==> src/rtl/dsel_pipe.sv <==
// dsel_pipe: registered N-way data selector with direct and round-robin
// selection, a one-stage valid/ready output register and a saturating
// error counter for invalid or disabled selections.
module dsel_pipe #(
    parameter int W  = 4,
    parameter int N  = 4,
    parameter int SW = $clog2(N),
    parameter int CW = 8
) (
    input  logic            clk,
    input  logic            rst_n,
    input  logic [N*W-1:0]  in_data,
    input  logic [SW-1:0]   sel,
    input  logic            mode,
    input  logic [N-1:0]    ch_en,
    input  logic            in_valid,
    output logic            in_ready,
    output logic [W-1:0]    out_data,
    output logic [SW-1:0]   out_ch,
    output logic            out_err,
    output logic            out_valid,
    input  logic            out_ready,
    output logic [CW-1:0]   err_cnt,
    input  logic            clr_err
);

    localparam logic [CW-1:0] ERR_MAX = '1;

    logic          accept;
    logic [SW-1:0] rr_ptr;
    logic          dir_en;
    logic          hi_hit;
    logic          lo_hit;
    logic [SW-1:0] hi_k;
    logic [SW-1:0] lo_k;
    logic [W-1:0]  nxt_data;
    logic [SW-1:0] nxt_ch;
    logic          nxt_err;
    logic [SW-1:0] nxt_ptr;

    assign in_ready = !out_valid || out_ready;
    assign accept   = in_valid && in_ready;

    // Work out which channel this request would capture: direct lookup, or
    // the first enabled channel at/after rr_ptr (else the lowest enabled one,
    // which is the wrapped continuation of the search), then mux its data.
    always_comb begin
        dir_en   = 1'b0;
        hi_hit   = 1'b0;
        lo_hit   = 1'b0;
        hi_k     = '0;
        lo_k     = '0;
        nxt_ch   = '0;
        nxt_err  = 1'b0;
        nxt_ptr  = rr_ptr;
        nxt_data = '0;

        for (int k = N - 1; k >= 0; k--) begin
            if (sel == SW'(k)) begin
                dir_en = ch_en[k];
            end
            if (ch_en[k]) begin
                lo_hit = 1'b1;
                lo_k   = SW'(k);
            end
            if (ch_en[k] && (SW'(k) >= rr_ptr)) begin
                hi_hit = 1'b1;
                hi_k   = SW'(k);
            end
        end

        if (!mode) begin
            nxt_ch  = sel;
            nxt_err = !dir_en;
        end else if (hi_hit) begin
            nxt_ch = hi_k;
        end else if (lo_hit) begin
            nxt_ch = lo_k;
        end else begin
            nxt_ch  = rr_ptr;
            nxt_err = 1'b1;
        end

        if (mode && !nxt_err) begin
            nxt_ptr = (nxt_ch == SW'(N - 1)) ? '0 : nxt_ch + SW'(1);
        end

        if (!nxt_err) begin
            for (int k = 0; k < N; k++) begin
                if (nxt_ch == SW'(k)) begin
                    nxt_data = in_data[k*W +: W];
                end
            end
        end
    end

    // Output register and round-robin pointer: load on accept, drop valid
    // when the held transfer drains with nothing new behind it.
    always_ff @(posedge clk or negedge rst_n) begin
        if (!rst_n) begin
            out_valid <= 1'b0;
            out_data  <= '0;
            out_ch    <= '0;
            out_err   <= 1'b0;
            rr_ptr    <= '0;
        end else if (accept) begin
            out_valid <= 1'b1;
            out_data  <= nxt_data;
            out_ch    <= nxt_ch;
            out_err   <= nxt_err;
            rr_ptr    <= nxt_ptr;
        end else if (out_ready) begin
            out_valid <= 1'b0;
        end
    end

    // Saturating count of accepted error transfers; clear wins over increment.
    always_ff @(posedge clk or negedge rst_n) begin
        if (!rst_n) begin
            err_cnt <= '0;
        end else if (clr_err) begin
            err_cnt <= '0;
        end else if (accept && nxt_err && (err_cnt != ERR_MAX)) begin
            err_cnt <= err_cnt + CW'(1);
        end
    end

endmodule

==> config.mk <==
export PLATFORM = sky130hd
export DESIGN_NAME = dsel_pipe
export DESIGN_NICKNAME = d
export VERILOG_FILES = /design/src/rtl/dsel_pipe.sv
export SDC_FILE = /design/constraint.sdc
export NUM_CORES = 1
export LEC_CHECK = 0
export ABC_AREA = 1
export CORE_MARGIN = 2
export CORE_UTILIZATION = 30
export DETAILED_ROUTE_END_ITERATION = 6
export MAX_ROUTING_LAYER = met4
export PLACE_DENSITY = 0.55
export RECOVER_POWER = 100
export SLEW_MARGIN = 10
export SYNTH_ARGS = -nofsm -noshare
export SYNTH_HDL_FRONTEND = slang
export SYNTH_SLANG_ARGS = --single-unit
==> constraint.sdc <==
create_clock -name clk -period 2.1 [get_ports clk]
set_input_delay 0.315 -clock clk [delete_from_list [all_inputs] [get_ports clk]]
set_output_delay 0.315 -clock clk [all_outputs]
set_load 0.01 [all_outputs]
==> impl_metrics.py, run 1 <==
metrics = {
    "synthesis": {
        "synth_cell_types": 23,
        "avgSynthCellArea_um2": 6.91,
        "synth-seq-cells": 18,
        "yosysWarningCount": 0,
        "synth_seq_area_share_pct": 36.0,
        "synth_cells": 181,
        "syn_area_um2": 1250,
        "syn_nets": 214,
        "synth_largest_area_cell": "dfrtp_1",
        "synth_top_cell_area_share_pct": 36.0,
        "synth_area_leaders": "dfrtp_1 (36%), nand2_1 (18%), nand3_1 (8.4%)",
    },
    "sta": {
        "period_minus_slack_ns": 1.95,
        "finalSetupViolations": 0,
        "worst_clock_skew_ns": 0.000597,
        "fin_crit_sh_pct": 93.0,
        "final_max_slew_viol_count": 0,
        "relSlewSlack_pct": 31.5,
        "fmax_ghz": 0.512,
        "timing.hold.ws_ns": 0.476,
        "worstMarginPinSlew_ns": 1.03,
        "hold_violations": 0,
    },
    "pwr": {
        "leakage_nw": 1.01,
        "peakVddDrop_v": 0.000291,
        "p_per_area_nw_per_um2": 584,
    },
    "die": {
        "fp-row-count": 23,
        "core-area_um2": 4000,
        "die_y_um": 68.6,
        "start_util_pct": 31.3,
        "die_w_um": 68.6,
        "ioPinCount": 45,
        "die-area_um2": 4700,
    },
    "placement": {
        "port_buffers": 44,
        "gp_congestion": 0.831,
        "place_hpwl_um": 2440,
    },
    "grt": {
        "grt_max_degree": 19,
        "grt_pass1_wl_um": 5150,
        "gr-usage-all-layers_pct": 14.3,
        "grt_pass1_vias": 1161,
        "grt_remaining_overflow": 0,
        "grt_antenna_before_repair": 0,
    },
    "hold_path": {
        "worstHoldPathType": "reg -> reg",
        "worstHoldStart": "out_data[1]$_DFFE_PN0P_",
        "holdPathEnd": "out_data[1]$_DFFE_PN0P_",
        "hold_depth": 2,
    },
    "final_layout": {
        "drive_gt1_share_pct": 14.0,
        "nNetsFinal": 276,
        "layout_common_cells": "nand2_1 (58), nand3_1 (21), clkdlybuf4s50_1 (21)",
        "diodes": 0,
        "multi_input_area_um2": 729,
        "layout_commonest_cell": "nand2_1",
        "post-route-util_pct": 48.2,
        "area_growth_pct": 54.1,
        "nFillCells": 400,
        "seq_area_um2": 450,
    },
    "drt": {
        "via_count": 1285,
        "ant_nets": 0,
        "via_per_inst": 4.40,
        "wl_per_cell_um": 10.8,
        "dr.pass1.iters": 4,
        "drt_iter0_drc": 70,
        "drc": 0,
        "finalWirelength_um": 3160,
    },
    "critical_path": {
        "cp-start-kind": "input pin",
        "end_kind": "output pin",
        "r2r-end": "out_data[1]$_DFFE_PN0P_",
        "worstPathRequired_ns": 1.78,
        "r2r_slack_ns": 0.27,
        "r2r_start": "rr_ptr[1]$_DFFE_PN0P_",
        "rr_worst_depth": 15,
        "arrival_ns": 1.64,
        "crit_type": "in -> out",
        "cp_max_fo": 2,
    },
    "clock_network": {
        "ctsHoldBuffers": 0,
        "cts_tree": "done",
        "cts_buffers": 3,
        "clk_pin_slew_ns": 0.07,
        "clock-sinks": 18,
        "ctsRootBufferMaster": "clkbuf_8",
        "insertion_delay_ns": 0.25,
        "cts.htree.levels": 1,
        "cts_buffer_depth": 2,
    },
    "run_status": {
        "status": "finished clean",
    },
    "job": {
        "drv_cap": 0,
    },
}
-- critical path, cell delays in order --
cell	delay, ns
dlygate4sd3_1	0.53
inv_1	0.11
nand2_1	0.08
dlygate4sd3_1	0.60
-- repair_timing --
item | in CTS | in global routing
gates resized for setup | 0 | 15
endpoints found under the setup margin | 0 | 4
buffers inserted | 0 | 1
-- worst max path at each step --
stage | from | to | slack [ns] | cells after the start
6_report | out_ready | in_ready | 0.15 | 4
5_1_grt | rr_ptr[0]$_DFFE_PN0P_ | out_data[1]$_DFFE_PN0P_ | -0.004 | 17
4_1_cts | ch_en[2] | out_data[1]$_DFFE_PN0P_ | 0.003 | 16
3_5_place_dp | ch_en[2] | out_data[1]$_DFFE_PN0P_ | -0.26 | 17
3_3_place_gp | ch_en[1] | out_data[3]$_DFFE_PN0P_ | -0.21 | 15
2_1_floorplan | rr_ptr[1]$_DFFE_PN0P_ | out_data[1]$_DFFE_PN0P_ | 0.21 | 15
-- per-layer routing --
layer	global-route usage [%]	wire length, um
met1	20.5	1570
met2	21.6	1320
met3	1.62	262
met4	3.00	14
met5	-	0
-- report_power, final --
group	switching (W)	internal (W)
Sequential	0.0000312	0.000395
Combinational	0.000215	0.000205
Clock	0.000113	0.000166
-- area by class of cell --
class                   instances  share of cell area (%)
multi-input cells             140                    37.8
repair buffers                 58                    28.4
flip-flops and latches         18                    23.4
inverters                      22                    4.28
well taps                      50                    3.24
clock buffers                   4                    2.86
-- logic make-up (layout without fill, tap and decap cells) --
| group | count (synthesis) | after routing | synth area share, % |
|---|---|---|---|
| adders and majority gates | 5 | 5 | 5.00 |
| buffers and inverters | 23 | 84 | 7.00 |
| xor gates and xnor gates | 4 | 4 | 2.80 |
| AOI/OAI and AO/OA | 19 | 19 | 9.10 |
| and+or+nand+nor | 112 | 112 | 40.1 |
| DFF | 18 | 18 | 36.0 |
-- through the flow --
step           power [W]  setup slack (ns)  cells  setup TNS (ns)  cell area (um^2)
4_1_cts          0.00114           0.00318    291               0              1900
3_3_place_gp    0.000861            -0.214    287          -0.787              1850
3_5_place_dp    0.000860            -0.262    287          -0.881              1850
5_1_grt          0.00121          -0.00431    292        -0.00431              1930
6_report         0.00113             0.148    292               0              1930
2_1_floorplan   0.000643             0.213    181               0              1250
-- flip-flops by register name, indices dropped and copies added (netlist names) --
name       count
out_data       4
err_cnt        8
out_valid      1
out_ch         2
rr_ptr         2
out_err        1
-- synth_stat cells --
cell	n
inv_1	19
o21bai_1	1
o21ai_0	7
ha_1	5
nand4_1	2
buf_2	1
nand3b_2	1
dfrtp_1	18
nand3_2	1
nor2_1	19
a22oi_1	2
nor2_2	2
clkinv_1	1
a21oi_4	1
nor3_1	3
xor2_1	4
nand2_2	1
nand2_4	1
a21oi_1	8
inv_2	2
nand4_4	1
nand3_1	21
nand2_1	60
No activity file was read; power rests on OpenSTA's default activity.
==> inputs of run 2 (changes only) <==
--- a/config.mk
+++ b/config.mk
@@ -12,3 +12,3 @@
 export MAX_ROUTING_LAYER = met4
-export PLACE_DENSITY = 0.55
+export PLACE_DENSITY = 0.63
 export RECOVER_POWER = 100
==> constraint.sdc (replaced) <==
create_clock -name clk -period 2.1 [get_ports clk]
set_input_delay 0.42 -clock clk [delete_from_list [all_inputs] [get_ports clk]]
set_output_delay 0.42 -clock clk [all_outputs]
set_load 0.01 [all_outputs]
==> run 2 against run 1 <==
  * First-iteration DRC count is 30% lower
  * Total power is 1.8% higher
  * Worst setup slack worse by 0.042 ns
  * Hold slack worse by 0.0010 ns
  * Core utilization is 0.91 points higher
  * Non-clock buffer count is 3 higher
  * Clock skew is 0.0063 ns higher
  * Die area stayed put
  * Combinational power is 5% higher
  * Via count is 5.2% higher
  * Critical path type is now in -> reg
  * Critical endpoint is now err_cnt[3]$_DFFE_PN0P_
==> impl_metrics.py, run 2 (synthesis results as in run 1) <==
metrics = {
    "placement": {
        "place_hpwl_um": 2440,
        "dp_slack_ns": -0.370,
        "port_buffers": 44,
        "placed_area_um2": 1870,
        "gp_congestion": 0.742,
    },
    "final_layout": {
        "stdcell_area_um2": 1960,
        "area_growth_pct": 57.0,
        "top_regs": "err_cnt (8), out_data (4)",
        "post-route-util_pct": 49.1,
        "layout_commonest_cell": "nand2_1",
        "nNetsFinal": 279,
        "largest_reg_flops": 8,
        "layout_common_cells": "nand2_1 (59), nand3_1 (21), clkdlybuf4s50_1 (21)",
        "top_register": "err_cnt",
        "diodes": 0,
        "drive_gt1_share_pct": 15.1,
    },
    "pwr": {
        "peakVddDrop_v": 0.000303,
        "leakage_nw": 1.01,
        "p_per_area_nw_per_um2": 583,
    },
    "drt": {
        "via_count": 1352,
        "dr.pass1.iters": 4,
        "via_per_inst": 4.58,
        "ant_nets": 0,
        "drt_iter0_drc": 49,
        "wl_per_cell_um": 11.0,
        "drc": 0,
        "finalWirelength_um": 3250,
    },
    "sta": {
        "timing.hold.ws_ns": 0.475,
        "worstMarginPinSlew_ns": 0.991,
        "period_minus_slack_ns": 1.99,
        "final_max_slew_viol_count": 0,
        "hold_violations": 0,
        "setup_slack_ns": 0.106,
        "relSlewSlack_pct": 34.0,
        "finalSetupViolations": 0,
        "fin_crit_sh_pct": 95.0,
        "worst_clock_skew_ns": 0.00686,
        "rsz0062_at_grt": "false",
        "fmax_ghz": 0.502,
    },
    "critical_path": {
        "end_kind": "flip-flop",
        "cp-start-kind": "input pin",
        "crit_type": "in -> reg",
        "worstPathRequired_ns": 2.29,
        "cpMostUsedCell": "nand2_1",
        "slowest_delay_ns": 0.55,
        "slowest_stage": "dlygate4sd3_1",
        "cp_max_fo": 9,
        "path_cells": "dlygate4sd3_1 -> clkbuf_1 -> clkinv_1 -> nand2_1 -> nand3_1 -> nand3_1 -> nand4_4 -> nand2_1 -> nand2_1 -> nand2_1",
        "arrival_ns": 2.18,
    },
    "die": {
        "start_util_pct": 31.3,
        "die_y_um": 68.6,
        "fp-row-count": 23,
        "die-area_um2": 4700,
        "core-area_um2": 4000,
        "ioPinCount": 45,
        "die_w_um": 68.6,
    },
    "clock_network": {
        "cts_buffer_depth": 2,
        "ctsHoldBuffers": 0,
        "cts.htree.levels": 1,
        "ctsRootBufferMaster": "clkbuf_8",
        "cts_buffers": 3,
        "insertion_delay_ns": 0.25,
        "clk_pin_slew_ns": 0.07,
        "cts_tree": "done",
        "clock-sinks": 18,
    },
    "grt": {
        "grt_max_degree": 19,
        "grt_pass1_vias": 1291,
        "grt_pass1_wl_um": 5290,
        "grt_antenna_before_repair": 0,
        "grt_remaining_overflow": 0,
        "gr-usage-all-layers_pct": 14.8,
    },
    "run_status": {
        "status": "finished clean",
    },
    "job": {
        "drv_cap": 0,
    },
    "hold_path": {
        "worstHoldPathType": "reg -> reg",
    },
}
-- run 2: cell types whose count changed in the layout (fill, tap and decap cells not counted), moves of 2 or more --
cell,delta
buf_4,+4
dlygate4sd2_1,+3
dlymetal6s2s_1,-2
ha_2,-2
ha_4,+2
inv_1,-2
-- run 2: stage by stage --
step	std cells	power [W]	TNS [ns]
final	295	0.00115	0
after global routing	295	0.00123	0
after CTS	295	0.00116	0
after detailed placement	290	0.000867	-1.33
after global placement	290	0.000864	-1.15
after floorplan	181	0.000643	0
-- run 2: area by class of cell --
| cell class | count | area, um^2 |
|---|---|---|
| flip-flops and latches | 18 | 450 |
| inverters | 22 | 82.6 |
| clock buffers | 4 | 55.1 |
| fillers | 410 | 2040 |
| repair buffers | 61 | 562 |
| well taps | 50 | 62.6 |
| multi-input cells | 140 | 752 |
-- run 2: path summary, 6_finish.rpt --
kind	start	to	slack, ns	cells after the start
setup / recovery	sel[0]	err_cnt[3]$_DFFE_PN0P_	0.11	10
hold / removal	out_data[0]$_DFFE_PN0P_	out_data[0]$_DFFE_PN0P_	0.48	2
setup reg to reg	rr_ptr[1]$_DFFE_PN0P_	out_data[3]$_DFFE_PN0P_	0.25	15
hold reg to reg	out_data[0]$_DFFE_PN0P_	out_data[0]$_DFFE_PN0P_	0.48	2
max in group asynchronous	rst_n	out_data[2]$_DFFE_PN0P_	0.66	2
min in group asynchronous	rst_n	err_cnt[3]$_DFFE_PN0P_	0.84	2
-- run 2: metal layers --
layer / vias up / share of wire [%] / track usage [%]
li1: 707 / - / -
met4: 0 / 0.37 / 3.00
met5: - / 0 / -
met3: 2 / 8.0 / 2.44
met1: 606 / 48 / 20.0
met2: 37 / 44 / 23.6
-- run 2: critical path: cells and delay by family --
family                 cells  cell delay, ns
buffers and inverters      3            0.79
AND/OR/NAND/NOR            7            0.95
-- run 2: power by group --
| part | switching, W | leakage [nW] | internal [W] | total (W) |
|---|---|---|---|---|
| clock | 0.000113 | 0.0288 | 0.000166 | 0.000279 |
| combinational | 0.000226 | 0.750 | 0.000213 | 0.000439 |
| sequential | 0.0000324 | 0.233 | 0.000395 | 0.000427 |
-- run 2: what timing repair did --
action | in CTS | in global routing
buffers inserted | 1 | 0
resized for setup | 8 | 13
pin swaps | 4 | 7
endpoints found under the setup margin | 4 | 4
